[src/rtl/vmon_pkg.sv]
`default_nettype none
// ============================================================================
// Module   : vmon_pkg
// Purpose  : Shared types and the sample classifier for the voltage-monitor
//            power-good generator.
// Contents : vmon_state_t   - per-rail window-comparator FSM states
//            sample_class_t - LOW / IN / HIGH classification of one sample
//            classify()     - unsigned window compare, HIGH has priority
// Revision : 1.0 - initial release
// ============================================================================
package vmon_pkg;

  typedef enum logic [2:0] {
    OFF   = 3'd0,
    RAMP  = 3'd1,
    QUAL  = 3'd2,
    GOOD  = 3'd3,
    FAULT = 3'd4
  } vmon_state_t;

  typedef enum logic [1:0] {
    S_LOW  = 2'd0,
    S_IN   = 2'd1,
    S_HIGH = 2'd2
  } sample_class_t;

  // Operands are zero-extended to 32 bits by the caller, so ADC widths up to
  // 32 bits are supported. HIGH is tested first; when uv > ov every value that
  // clears uv is already above ov, so nothing can classify IN.
  function automatic sample_class_t classify(
    input logic [31:0] data,
    input logic [31:0] uv,
    input logic [31:0] ov
  );
    if (data > ov) begin
      return S_HIGH;
    end else if (data >= uv) begin
      return S_IN;
    end else begin
      return S_LOW;
    end
  endfunction

endpackage
`default_nettype wire

[src/rtl/vmon_rail_fsm.sv]
`default_nettype none
// ============================================================================
// Module   : vmon_rail_fsm
// Purpose  : Window-comparator state machine for a single monitored rail.
//            Qualifies QUAL_SAMPLES consecutive in-window samples before
//            asserting power-good and drops it after FLT_SAMPLES consecutive
//            out-of-window samples. Faults are sticky until the enable drops.
// Ports    : clk      - system clock
//            rst      - synchronous active-high reset
//            i_ena    - monitor enable for this rail
//            i_smp    - a sample for this rail is present this cycle
//            i_cls    - classification of the present sample
//            o_pwrgd  - qualified power-good (registered)
//            o_ov     - sticky overvoltage flag (registered)
//            o_uv     - sticky undervoltage-after-good flag (registered)
// Revision : 1.0 - initial release
// ============================================================================
module vmon_rail_fsm
  import vmon_pkg::*;
#(
  parameter int QUAL_SAMPLES = 4,
  parameter int FLT_SAMPLES  = 2
) (
  input  logic          clk,
  input  logic          rst,
  input  logic          i_ena,
  input  logic          i_smp,
  input  sample_class_t i_cls,
  output logic          o_pwrgd,
  output logic          o_ov,
  output logic          o_uv
);

  localparam int c_CNT_MAX_VAL = (QUAL_SAMPLES > FLT_SAMPLES) ? QUAL_SAMPLES : FLT_SAMPLES;
  localparam int c_CNT_W       = $clog2(c_CNT_MAX_VAL + 1);

  // Transitions fire when the count already holds N-1 and the N-th sample
  // arrives, so the counter itself never has to represent N.
  localparam logic [c_CNT_W-1:0] c_QUAL_LAST = c_CNT_W'(QUAL_SAMPLES - 1);
  localparam logic [c_CNT_W-1:0] c_FLT_LAST  = c_CNT_W'(FLT_SAMPLES - 1);
  localparam logic [c_CNT_W-1:0] c_CNT_ONE   = c_CNT_W'(1);

  vmon_state_t        r_state;
  logic [c_CNT_W-1:0] r_cnt;
  logic               r_pwrgd;
  logic               r_ov;
  logic               r_uv;
  logic [c_CNT_W-1:0] w_cnt_inc;

  // Saturating increment.
  assign w_cnt_inc = (r_cnt == '1) ? r_cnt : (r_cnt + c_CNT_ONE);

  always_ff @(posedge clk) begin
    // Enable removal wins over any sample accepted in the same cycle.
    if (rst || !i_ena) begin
      r_state <= OFF;
      r_cnt   <= '0;
      r_pwrgd <= 1'b0;
      r_ov    <= 1'b0;
      r_uv    <= 1'b0;
    end else begin
      case (r_state)
        OFF: begin
          r_state <= RAMP;
          r_cnt   <= '0;
        end

        RAMP: begin
          if (i_smp) begin
            if (i_cls == S_HIGH) begin
              r_state <= FAULT;
              r_ov    <= 1'b1;
            end else if (i_cls == S_IN) begin
              if (QUAL_SAMPLES <= 1) begin
                r_state <= GOOD;
                r_pwrgd <= 1'b1;
                r_cnt   <= '0;
              end else begin
                r_state <= QUAL;
                r_cnt   <= c_CNT_ONE;
              end
            end
          end
        end

        QUAL: begin
          if (i_smp) begin
            if (i_cls == S_HIGH) begin
              r_state <= FAULT;
              r_ov    <= 1'b1;
              r_cnt   <= '0;
            end else if (i_cls == S_IN) begin
              if (r_cnt >= c_QUAL_LAST) begin
                r_state <= GOOD;
                r_pwrgd <= 1'b1;
                r_cnt   <= '0;
              end else begin
                r_cnt <= w_cnt_inc;
              end
            end else begin
              r_state <= RAMP;
              r_cnt   <= '0;
            end
          end
        end

        GOOD: begin
          if (i_smp) begin
            if (i_cls == S_IN) begin
              r_cnt <= '0;
            end else if (r_cnt >= c_FLT_LAST) begin
              // HIGH and LOW share one bad-run count; the last sample of
              // the run decides which flag is raised.
              r_state <= FAULT;
              r_pwrgd <= 1'b0;
              r_cnt   <= '0;
              r_ov    <= (i_cls == S_HIGH);
              r_uv    <= (i_cls != S_HIGH);
            end else begin
              r_cnt <= w_cnt_inc;
            end
          end
        end

        FAULT: begin
          // Held until the sequencer removes the enable.
        end

        default: begin
          r_state <= OFF;
          r_cnt   <= '0;
          r_pwrgd <= 1'b0;
          r_ov    <= 1'b0;
          r_uv    <= 1'b0;
        end
      endcase
    end
  end

  assign o_pwrgd = r_pwrgd;
  assign o_ov    = r_ov;
  assign o_uv    = r_uv;

endmodule
`default_nettype wire

[src/rtl/vmon_pwrgd_gen.sv]
`default_nettype none
// ============================================================================
// Module   : vmon_pwrgd_gen
// Purpose  : Voltage-monitor power-good generator. Demultiplexes a shared ADC
//            sample stream to per-rail window-comparator FSMs and reports
//            qualified power-good plus sticky OV/UV flags per rail.
// Ports    : CLOCK        - system clock
//            RESET        - synchronous active-high reset
//            VMON_ENA     - per-rail monitor enable from the sequencer
//            ADC_VALID    - one-cycle strobe, a sample is present
//            ADC_CHANNEL  - rail index of the present sample
//            ADC_DATA     - unsigned sample value
//            UV_THRESH    - per-rail UV thresholds, rail i at [i*ADC_WIDTH +: ADC_WIDTH]
//            OV_THRESH    - per-rail OV thresholds, same packing
//            VRAIL_PWRGD  - qualified per-rail power-good
//            VRAIL_OV     - sticky per-rail overvoltage flag
//            VRAIL_UV     - sticky per-rail undervoltage-after-good flag
// Revision : 1.0 - initial release
// ============================================================================
module vmon_pwrgd_gen
  import vmon_pkg::*;
#(
  parameter  int VRAILS       = 4,
  parameter  int ADC_WIDTH    = 12,
  parameter  int QUAL_SAMPLES = 4,
  parameter  int FLT_SAMPLES  = 2,
  localparam int CH_WIDTH     = (VRAILS > 1) ? $clog2(VRAILS) : 1
) (
  input  logic                          CLOCK,
  input  logic                          RESET,
  input  logic [VRAILS-1:0]             VMON_ENA,
  input  logic                          ADC_VALID,
  input  logic [CH_WIDTH-1:0]           ADC_CHANNEL,
  input  logic [ADC_WIDTH-1:0]          ADC_DATA,
  input  logic [VRAILS*ADC_WIDTH-1:0]   UV_THRESH,
  input  logic [VRAILS*ADC_WIDTH-1:0]   OV_THRESH,
  output logic [VRAILS-1:0]             VRAIL_PWRGD,
  output logic [VRAILS-1:0]             VRAIL_OV,
  output logic [VRAILS-1:0]             VRAIL_UV
);

  for (genvar gi = 0; gi < VRAILS; gi++) begin : g_rail
    logic          w_smp;
    sample_class_t w_cls;

    // Channel codes at or above VRAILS match no rail and are dropped.
    assign w_smp = ADC_VALID && (ADC_CHANNEL == CH_WIDTH'(gi));

    // Thresholds are live inputs, compared in the sample cycle itself.
    assign w_cls = classify(32'(ADC_DATA),
                            32'(UV_THRESH[gi*ADC_WIDTH +: ADC_WIDTH]),
                            32'(OV_THRESH[gi*ADC_WIDTH +: ADC_WIDTH]));

    vmon_rail_fsm #(
      .QUAL_SAMPLES (QUAL_SAMPLES),
      .FLT_SAMPLES  (FLT_SAMPLES)
    ) u_rail_fsm (
      .clk     (CLOCK),
      .rst     (RESET),
      .i_ena   (VMON_ENA[gi]),
      .i_smp   (w_smp),
      .i_cls   (w_cls),
      .o_pwrgd (VRAIL_PWRGD[gi]),
      .o_ov    (VRAIL_OV[gi]),
      .o_uv    (VRAIL_UV[gi])
    );
  end

endmodule
`default_nettype wire
[config.mk]
export PLATFORM = sky130hd
export DESIGN_NAME = vmon_pwrgd_gen
export DESIGN_NICKNAME = d
export VERILOG_FILES = /design/src/rtl/vmon_pkg.sv /design/src/rtl/vmon_rail_fsm.sv /design/src/rtl/vmon_pwrgd_gen.sv
export SDC_FILE = /design/constraint.sdc
export NUM_CORES = 1
export LEC_CHECK = 0
export CELL_PAD_IN_SITES_DETAIL_PLACEMENT = 1
export CELL_PAD_IN_SITES_GLOBAL_PLACEMENT = 2
export CORE_MARGIN = 1.5
export CORE_UTILIZATION = 28
export CTS_CLUSTER_SIZE = 14
export DETAILED_ROUTE_END_ITERATION = 7
export PLACE_DENSITY_LB_ADDON = 0.1
export SLEW_MARGIN = 15
export SYNTH_ARGS = -nofsm -noshare
export SYNTH_HDL_FRONTEND = slang
export SYNTH_SLANG_ARGS = --single-unit
[constraint.sdc]
create_clock -name CLOCK -period 3.22 [get_ports CLOCK]
set_input_delay 0.644 -clock CLOCK [delete_from_list [all_inputs] [get_ports CLOCK]]
set_output_delay 0.644 -clock CLOCK [all_outputs]
set_load 0.005 [all_outputs]
==> results of run 1 <==
==> through the flow <==
step	power (uW)	util [%]	area [um2]	worst slack, ns
2_1_floorplan	855	-	5000	0.573
3_3_place_gp	1200	39.1	6780	-0.234
3_5_place_dp	1220	39.1	6780	-0.336
4_1_cts	1740	39.9	6930	0.0282
5_1_grt	1850	40.2	6980	-0.0108
6_report	1720	40.3	6990	0.156
==> report_power, final <==
group / total (uW) / internal [uW] / switching, uW
clock: 497 / 286 / 211
combinational: 740 / 382 / 358
sequential: 484 / 454 / 29.5
==> worst min-delay path: stages (launching register included) <==
cell,delay (ns)
sky130_fd_sc_hd__dfxtp_1,0.31
sky130_fd_sc_hd__nand2_1,0.05
sky130_fd_sc_hd__mux2i_1,0.05
==> state kept, by name, summed over array words and instances (netlist names) <==
name                       cells
g_rail.u_rail_fsm.o_pwrgd      4
g_rail.u_rail_fsm.o_ov         4
g_rail.u_rail_fsm.r_state     12
g_rail.u_rail_fsm.o_uv         4
g_rail.u_rail_fsm.r_cnt       12
==> layout make-up <==
cell class | instances | area, um2 | area share, %
Timing Repair Buffer | 178 | 1670 | 23.9
Sequential cell | 36 | 721 | 10.3
Multi-Input combinational cell | 504 | 3780 | 54.1
Clock buffer | 5 | 125 | 1.79
Tap cell | 225 | 282 | 4.03
Inverter | 103 | 387 | 5.53
Clock inverter | 3 | 18.8 | 0.269
Antenna cell | 2 | 5.00 | 0.0716
==> timing repair <==
item,in CTS,in global routing
pin swaps,0,4
cloned,0,0
resized for setup,1,12
endpoints found under the setup margin,4,16
buffers inserted,0,1
==> metal layers <==
| metal | track usage (%) | wire length, um | vias to the layer above |
|---|---|---|---|
| li1 | - | - | 2722 |
| met1 | 25.9 | 8590 | 2560 |
| met2 | 34.7 | 8420 | 100 |
| met3 | 3.59 | 946 | 12 |
| met4 | 2.78 | 129 | 0 |
| met5 | 0 | 0 | - |
==> kinds of logic after synthesis <==
group	Yosys count	synth area share, %
compound gates	163	23.1
xor+xnor	2	0.350
fa+ha+maj	106	26.4
buf+inv	132	11.0
flops	36	14.4
mux	9	1.83
simple gates	224	22.9
==> cells in the final DEF (no fill, tap or decap), drive strengths merged, types with 23 or more instances in the layout <==
cell type	netlist	routed
nor2	38	38
dfxtp	36	36
nand2	48	48
nand3	34	34
clkdlybuf4s50	0	127
a21oi	43	43
inv	103	103
buf	16	50
o21ai	39	39
nand4	23	23
ha	104	104
==> worst paths after layout <==
| path | start | endpoint | slack (ns) | cells past startpoint |
|---|---|---|---|---|
| hold / removal | g_rail[1].u_rail_fsm.o_ov | g_rail[1].u_rail_fsm.o_ov | 0.46 | 2 |
| setup / recovery | ADC_DATA[1] | g_rail[3].u_rail_fsm.r_cnt[0] | 0.16 | 12 |
| hold reg to reg | g_rail[1].u_rail_fsm.o_ov | g_rail[1].u_rail_fsm.o_ov | 0.46 | 2 |
| setup reg to reg | g_rail[2].u_rail_fsm.r_cnt[0] | g_rail[2].u_rail_fsm.r_state[2] | 1.00 | 7 |
==> impl_metrics.sql, run 1 <==
INSERT INTO impl_metrics (metric_group, metric, value, unit) VALUES
('clocking', 'clock_tree.root_cell', 'sky130_fd_sc_hd__clkbuf_16', ''),
('setup_path', 'cp.arrival', '3.24', 'ns'),
('clocking', 'cts_max_level', '2', ''),
('die', 'placementRows', '48', ''),
('route', 'detailedRoute.firstIterationViolations', '152', ''),
('synth', 'synth_fp_nets', '893', ''),
('clocking', 'tritoncts', 'yes', ''),
('pwr', 'power.density', '246', 'nW/um2'),
('route', 'drt-total-wl', '18.1', 'mm'),
('synth', 'cell_area_after_technology_mapping', '5000', 'um2'),
('timing', 'time_the_worst_path_needs_with_i_o_delays_and_setup', '3.06', 'ns'),
('synth', 'portion_of_synthesized_cell_area_occupied_by_the_leading_cell_type', '26.0', '%'),
('synth', 'synth_sequential_area_ratio', '14.4', '%'),
('layout', 'post_layout_instance_count_excluding_filler_cells', '1056', ''),
('setup_path', 'cp_common_cell', 'sky130_fd_sc_hd__buf_4', ''),
('timing', 'worst_slew_margin_rel', '41.2', '%'),
('global_route', 'grt_pass1_wl', '29.2', 'mm'),
('worst_hold_path', 'holdCritPathClass', 'reg2reg', ''),
('run_status', 'run_status', 'completed', ''),
('die', 'fp.dieArea', '18700', 'um2'),
('setup_path', 'slowest_delay', '0.46', 'ns'),
('synth', 'avgSynthCellArea', '7.44', 'um2'),
('layout', 'layout-area-overhead-vs-synth', '39.8', '%'),
('synth', 'yosys_warnings', '0', ''),
('clocking', 'cts_buffers', '5', ''),
('global_route', 'grt.total_usage', '19.9', '%'),
('route', 'post-route-drc-count', '0', ''),
('synth', 'synth_edf_count', '0', ''),
('timing', 'fin_worst_hold_slack', '0.460', 'ns'),
('timing', 'final.setup.tns', '0', 'ns'),
('global_route', 'first_global_vias', '5644', ''),
('synth', 'synth.most_common_cell', 'sky130_fd_sc_hd__ha_1', ''),
('die', 'chipHeight', '137', 'um'),
('route', 'detailedRoute.firstPassIterationCount', '4', ''),
('timing', 'tightest_slew', '0.860', 'ns'),
('synth', 'ys_types', '70', ''),
('timing', 'finalHoldViolCount', '0', ''),
('setup_path', 'setup.worst_path.start_class', 'input pin', ''),
('setup_path', 'crit_family', 'buffers and inverters', ''),
('setup_path', 'crit_path_top_delay_cell', 'sky130_fd_sc_hd__clkdlybuf4s50_1', ''),
('synth', 'synth_async_sr_flop_share', '0', '%'),
('pwr', 'power.leakage', '0.00330', 'uW'),
('synth', 'synth_area_leaders', 'sky130_fd_sc_hd__ha_1, sky130_fd_sc_hd__dfxtp_1, sky130_fd_sc_hd__inv_1', ''),
('route', 'ant_nets', '0', ''),
('timing', 'clock_skew', '0.00949', 'ns'),
('die', 'start_util', '28.8', '%'),
('timing', 'count_of_final_setup_violators', '0', ''),
('setup_path', 'cp-end-kind', 'flip-flop', ''),
('clocking', 'cts.hold.buffers_added', '0', ''),
('synth', 'top_ff_cell_synth', 'sky130_fd_sc_hd__dfxtp_1', ''),
('setup_path', 'crit_type', 'in2reg', ''),
('flow_run', 'maxCapViolCount', '0', ''),
('layout', 'post_route_cells_drive_above_1_share', '10.0', '%'),
('global_route', 'global_route.overflow_total', '0', ''),
('setup_path', 'worst-path-max-fanout', '7', ''),
('pwr', 'power.ir.vdd_worst', '0.000165', 'V'),
('placement', 'place.detailed.instances', '1045', ''),
('synth', 'post_synth_most_frequent_cells', 'sky130_fd_sc_hd__ha_1, sky130_fd_sc_hd__inv_1, sky130_fd_sc_hd__nand2_1', ''),
('synth', 'synth_top_area_cell', 'sky130_fd_sc_hd__ha_1', ''),
('route', 'wl_per_cell', '17.1', 'um'),
('placement', 'numPortBuffers', '128', ''),
('placement', 'place.gp.congestion', '0.876', ''),
('synth', 'synth.ff_latch_count', '36', ''),
('placement', 'dpl.hpwl', '15.0', 'mm'),
('route', 'detailroute.via_count', '5394', ''),
('clocking', 'clkSinkCount', '36', ''),
('die', 'die_w', '137', 'um'),
('layout', 'filler_cell_count', '2092', ''),
('clocking', 'cts_max_path_buffers', '2', ''),
('route', 'route.detailed.vias_per_inst', '5.11', ''),
('synth', 'synthCells', '672', '');
Power figures use the tool's default switching activity.
==> inputs of run 2 (changes only) <==
--- a/config.mk
+++ b/config.mk
@@ -5,6 +5,7 @@
 export SDC_FILE = /design/constraint.sdc
 export NUM_CORES = 1
 export LEC_CHECK = 0
+export CAP_MARGIN = 5
 export CELL_PAD_IN_SITES_DETAIL_PLACEMENT = 1
 export CELL_PAD_IN_SITES_GLOBAL_PLACEMENT = 2
 export CORE_MARGIN = 1.5
==> results of run 2 <==
Final layout, timing and power as in run 1 (identical DEF).
==> inputs of run 3 (changes only) <==
--- a/config.mk
+++ b/config.mk
@@ -5,13 +5,15 @@
 export SDC_FILE = /design/constraint.sdc
 export NUM_CORES = 1
 export LEC_CHECK = 0
+export ABC_AREA = 1
 export CAP_MARGIN = 5
 export CELL_PAD_IN_SITES_DETAIL_PLACEMENT = 1
 export CELL_PAD_IN_SITES_GLOBAL_PLACEMENT = 2
 export CORE_MARGIN = 1.5
-export CORE_UTILIZATION = 28
+export CORE_UTILIZATION = 27
 export CTS_CLUSTER_SIZE = 14
 export DETAILED_ROUTE_END_ITERATION = 7
+export HOLD_SLACK_MARGIN = 0.08
 export PLACE_DENSITY_LB_ADDON = 0.1
 export SLEW_MARGIN = 15
 export SYNTH_ARGS = -nofsm -noshare
==> run 3 against run 2 <==
  * Routed wire length grew 2.0%
  * Clock power up 6.2%
  * Critical endpoint is now g_rail[1].u_rail_fsm.r_cnt[1]
  * Sequential power up 21%
  * Critical path depth up 3
  * Largest power group unchanged
  * Count of clock-buffer cells in the layout increased by 2
  * Utilization fell by 3.6 points
  * Worst hold slack worse by 0.018 ns
==> impl_metrics.sql, run 3 <==
INSERT INTO impl_metrics (metric_group, metric, value, unit) VALUES
('synth', 'post_synth_most_frequent_cells', 'sky130_fd_sc_hd__nand2_1, sky130_fd_sc_hd__inv_1, sky130_fd_sc_hd__ha_1', ''),
('pwr', 'power.switching_fraction', '45.2', '%'),
('clocking', 'postCtsSetupBuffers', '0', ''),
('global_route', 'first_global_vias', '6081', ''),
('placement', 'place.gp.congestion', '0.799', ''),
('route', 'route.detailed.vias_per_inst', '4.43', ''),
('layout', 'post_route_cells_drive_above_1_share', '10.2', '%'),
('timing', 'count_of_final_setup_violators', '0', ''),
('pwr', 'internal_power', '1450', 'uW'),
('placement', 'numPortBuffers', '128', ''),
('route', 'detailedRoute.firstIterationViolations', '119', ''),
('clocking', 'cts_buffers', '5', ''),
('layout', 'final_common_cell', 'sky130_fd_sc_hd__nand2_1', ''),
('timing', 'timing.fmax', '361', 'MHz'),
('timing', 'clock_skew', '0.00879', 'ns'),
('synth', 'top_ff_cell_synth', 'sky130_fd_sc_hd__dfxtp_1', ''),
('route', 'detailedRoute.firstPassIterationCount', '4', ''),
('setup_path', 'cp.arrival', '2.96', 'ns'),
('layout', 'layout.nets', '1263', ''),
('setup_path', 'required', '3.41', 'ns'),
('global_route', 'grt.met2_usage', '30.7', '%'),
('clocking', 'cts_max_path_buffers', '2', ''),
('synth', 'cell_area_after_technology_mapping', '5600', 'um2'),
('setup_path', 'timing.reg2reg.worst_path_depth', '9', ''),
('setup_path', 'crit_type', 'in2reg', ''),
('route', 'wl_per_cell', '14.0', 'um'),
('flow_run', 'maxCapViolCount', '0', ''),
('global_route', 'globalRoute.busiestLayer', 'met2', ''),
('global_route', 'grt.total_usage', '17.8', '%'),
('clocking', 'cts_max_level', '2', ''),
('timing', 'grt_setup_unrepaired', 'false', ''),
('pwr', 'power.ir.vdd_worst', '0.000192', 'V'),
('synth', 'synthCells', '898', ''),
('synth', 'avgSynthCellArea', '6.23', 'um2'),
('timing', 'final.setup.tns', '0', 'ns'),
('timing', 'final_max_slew_viol_count', '0', ''),
('setup_path', 'crit_end', 'g_rail[1].u_rail_fsm.r_cnt[1]', ''),
('setup_path', 'worst_r2r_endpoint', 'g_rail[3].u_rail_fsm.r_state[2]', ''),
('clocking', 'clkSinkCount', '36', ''),
('timing', 'finalWorstSetupSlack', '0.447', 'ns'),
('die', 'floorplan.core_area', '20300', 'um2'),
('pwr', 'seq_power_share', '22.2', '%'),
('timing', 'worst_slew_margin_rel', '54.9', '%'),
('synth', 'synth_fp_nets', '1119', ''),
('global_route', 'met1_usage', '24.0', '%'),
('pwr', 'clkPwrFrac', '20.0', '%'),
('timing', 'finalHoldViolCount', '0', ''),
('layout', 'largest_registers', 'g_rail.u_rail_fsm.r_cnt (12), g_rail.u_rail_fsm.r_state (12)', ''),
('synth', 'synth_async_sr_flop_share', '0', '%'),
('setup_path', 'cp-end-kind', 'flip-flop', ''),
('timing', 'time_the_worst_path_needs_with_i_o_delays_and_setup', '2.77', 'ns'),
('synth', 'synth.most_common_cell', 'sky130_fd_sc_hd__nand2_1', ''),
('setup_path', 'setup.worst_path.start_class', 'input pin', ''),
('setup_path', 'rr_startpoint', 'g_rail[3].u_rail_fsm.r_cnt[1]', ''),
('synth', 'synth_top_area_cell', 'sky130_fd_sc_hd__ha_1', ''),
('placement', 'pre_cts_ws', '0.146', 'ns'),
('synth', 'synth.ff_latch_count', '36', ''),
('placement', 'dpl.hpwl', '15.9', 'mm'),
('pwr', 'sw_power', '1190', 'uW'),
('clocking', 'tritoncts', 'yes', ''),
('die', 'start_util', '27.6', '%'),
('timing', 'fin_worst_hold_slack', '0.442', 'ns'),
('global_route', 'initial_antenna_violation_count', '0', ''),
('route', 'ant_nets', '0', ''),
('global_route', 'use_met3', '2.36', '%'),
('layout', 'layout-area-overhead-vs-synth', '33.1', '%'),
('clocking', 'clk_transition_reported_paths', '0.06', 'ns'),
('global_route', 'global_route.overflow_total', '0', ''),
('pwr', 'pwr-share-comb', '57.8', '%'),
('clocking', 'clock_tree.root_cell', 'sky130_fd_sc_hd__clkbuf_16', ''),
('run_status', 'run_status', 'completed', ''),
('synth', 'portion_of_synthesized_cell_area_occupied_by_the_leading_cell_type', '23.3', '%'),
('synth', 'ys_types', '41', ''),
('setup_path', 'worst-path-max-fanout', '4', ''),
('setup_path', 'crit_start', 'ADC_DATA[11]', ''),
('global_route', 'grt_max_degree', '12', ''),
('global_route', 'grt_pass1_wl', '30.5', 'mm'),
('route', 'drt-total-wl', '18.5', 'mm'),
('timing', 'finalCritPeriodShare', '86.1', '%'),
('die', 'placementRows', '52', ''),
('synth', 'synth_edf_count', '0', ''),
('die', 'fp.dieArea', '21600', 'um2'),
('clocking', 'cts.hold.buffers_added', '0', ''),
('pwr', 'fin_total_pwr', '2640', 'uW'),
('synth', 'yosys_warnings', '0', ''),
('clocking', 'post_cts_resized', '0', ''),
('pwr', 'power.leakage', '0.00392', 'uW'),
('worst_hold_path', 'holdCritPathClass', 'reg2reg', ''),
('route', 'post-route-drc-count', '0', ''),
('die', 'boundary_pin_count', '129', ''),
('setup_path', 'rrSetupSlack', '1.34', 'ns'),
('die', 'chipHeight', '147', 'um'),
('synth', 'synth_sequential_area_ratio', '12.9', '%'),
('die', 'die_w', '147', 'um'),
('clocking', 'clkLatencyLatePin', '0.30', 'ns'),
('timing', 'tightest_slew', '0.671', 'ns'),
('layout', 'commonest_cells_after_routing_fill_and_taps_aside', 'sky130_fd_sc_hd__nand2_1, sky130_fd_sc_hd__inv_1, sky130_fd_sc_hd__clkdlybuf4s50_1, sky130_fd_sc_hd__ha_1, sky130_fd_sc_hd__nor2_1', ''),
('route', 'detailroute.via_count', '5827', ''),
('pwr', 'power.density', '354', 'nW/um2'),
('synth', 'synth_area_leaders', 'sky130_fd_sc_hd__ha_1, sky130_fd_sc_hd__nand2_1, sky130_fd_sc_hd__dfxtp_1', '');
run 3: changes by cell type after synthesis, sizes merged, moves of 10 or more:
cell,change
nand2,+191
nor2,+64
nand3,+12
nor2b,-17
a21oi,+23
o21ai,-17
inv,+97
clkbuf,-13
nand3b,+12
a211oi,-10
nand2b,-10
run 3: power by group through the flow:
| stage | combinational (uW) | clock [uW] | sequential, uW |
|---|---|---|---|
| floorplan | 1070 | 0 | 572 |
| global placement | 1530 | 0 | 594 |
| detailed placement | 1540 | 0 | 596 |
| CTS | 1550 | 556 | 586 |
| global route | 1770 | 567 | 596 |
| finish | 1530 | 528 | 585 |
run 3: worst min path at each step:
stage / start / slack (ns) / end / cells after the start
5_1_grt: g_rail[2].u_rail_fsm.o_uv / 0.47 / g_rail[2].u_rail_fsm.o_uv / 2
3_5_place_dp: g_rail[2].u_rail_fsm.o_uv / 0.44 / g_rail[2].u_rail_fsm.o_uv / 2
2_1_floorplan: g_rail[1].u_rail_fsm.o_pwrgd / 0.42 / g_rail[1].u_rail_fsm.o_pwrgd / 2
3_3_place_gp: g_rail[2].u_rail_fsm.o_uv / 0.44 / g_rail[2].u_rail_fsm.o_uv / 2
6_report: g_rail[2].u_rail_fsm.o_uv / 0.44 / g_rail[2].u_rail_fsm.o_uv / 2
4_1_cts: g_rail[2].u_rail_fsm.o_uv / 0.45 / g_rail[2].u_rail_fsm.o_uv / 2
run 3: per-stage QoR:
stage	util [%]	cell area [um2]	instances
finish	36.7	7450	1314
floorplan	-	5600	898
global placement	35.9	7300	1305
detailed placement	35.9	7300	1305
global route	36.7	7450	1313
CTS	36.7	7450	1313
run 3: final cells by class:
class,instances,area [um2]
clock inverter,1,7.51
multi-input combinational,646,3990
timing repair buffer,152,1490
inverter,201,757
tap,270,338
fill,2667,12900
antenna,1,2.50
sequential,36,721
clock buffer,7,143
run 3: logic make-up (layout without fill, tap and decap cells):
logic type / after synthesis / after routing / share of synthesized area, %
AO/OA/AOI/OAI: 97 / 97 / 9.57
buffers and inverters: 216 / 361 / 15.7
AND/OR/NAND/NOR: 444 / 444 / 38.4
adder cells (fa/ha/maj): 104 / 104 / 23.3
XOR/XNOR: 1 / 1 / 0.157
other: 0 / 1 / 0
flip-flops: 36 / 36 / 12.9
run 3: layer usage:
metal	vias up	part of all wire, %
met2	92	46
met1	2616	51
met4	0	0.68
li1	3111	-
met3	8	2.8
met5	-	0
run 3: worst max-delay path: stages:
cell	delay, ns
sky130_fd_sc_hd__clkdlybuf4s50_1	0.53
sky130_fd_sc_hd__buf_4	0.21
sky130_fd_sc_hd__ha_1	0.33
sky130_fd_sc_hd__a21oi_1	0.13
sky130_fd_sc_hd__o21ai_0	0.11
sky130_fd_sc_hd__nor2_1	0.18
sky130_fd_sc_hd__buf_4	0.16
sky130_fd_sc_hd__nand2_2	0.07
sky130_fd_sc_hd__buf_4	0.16
sky130_fd_sc_hd__nand2_4	0.08
sky130_fd_sc_hd__nand2_2	0.05
sky130_fd_sc_hd__nand2_2	0.12
sky130_fd_sc_hd__inv_2	0.06
sky130_fd_sc_hd__nand2_1	0.08
sky130_fd_sc_hd__a21oi_2	0.05
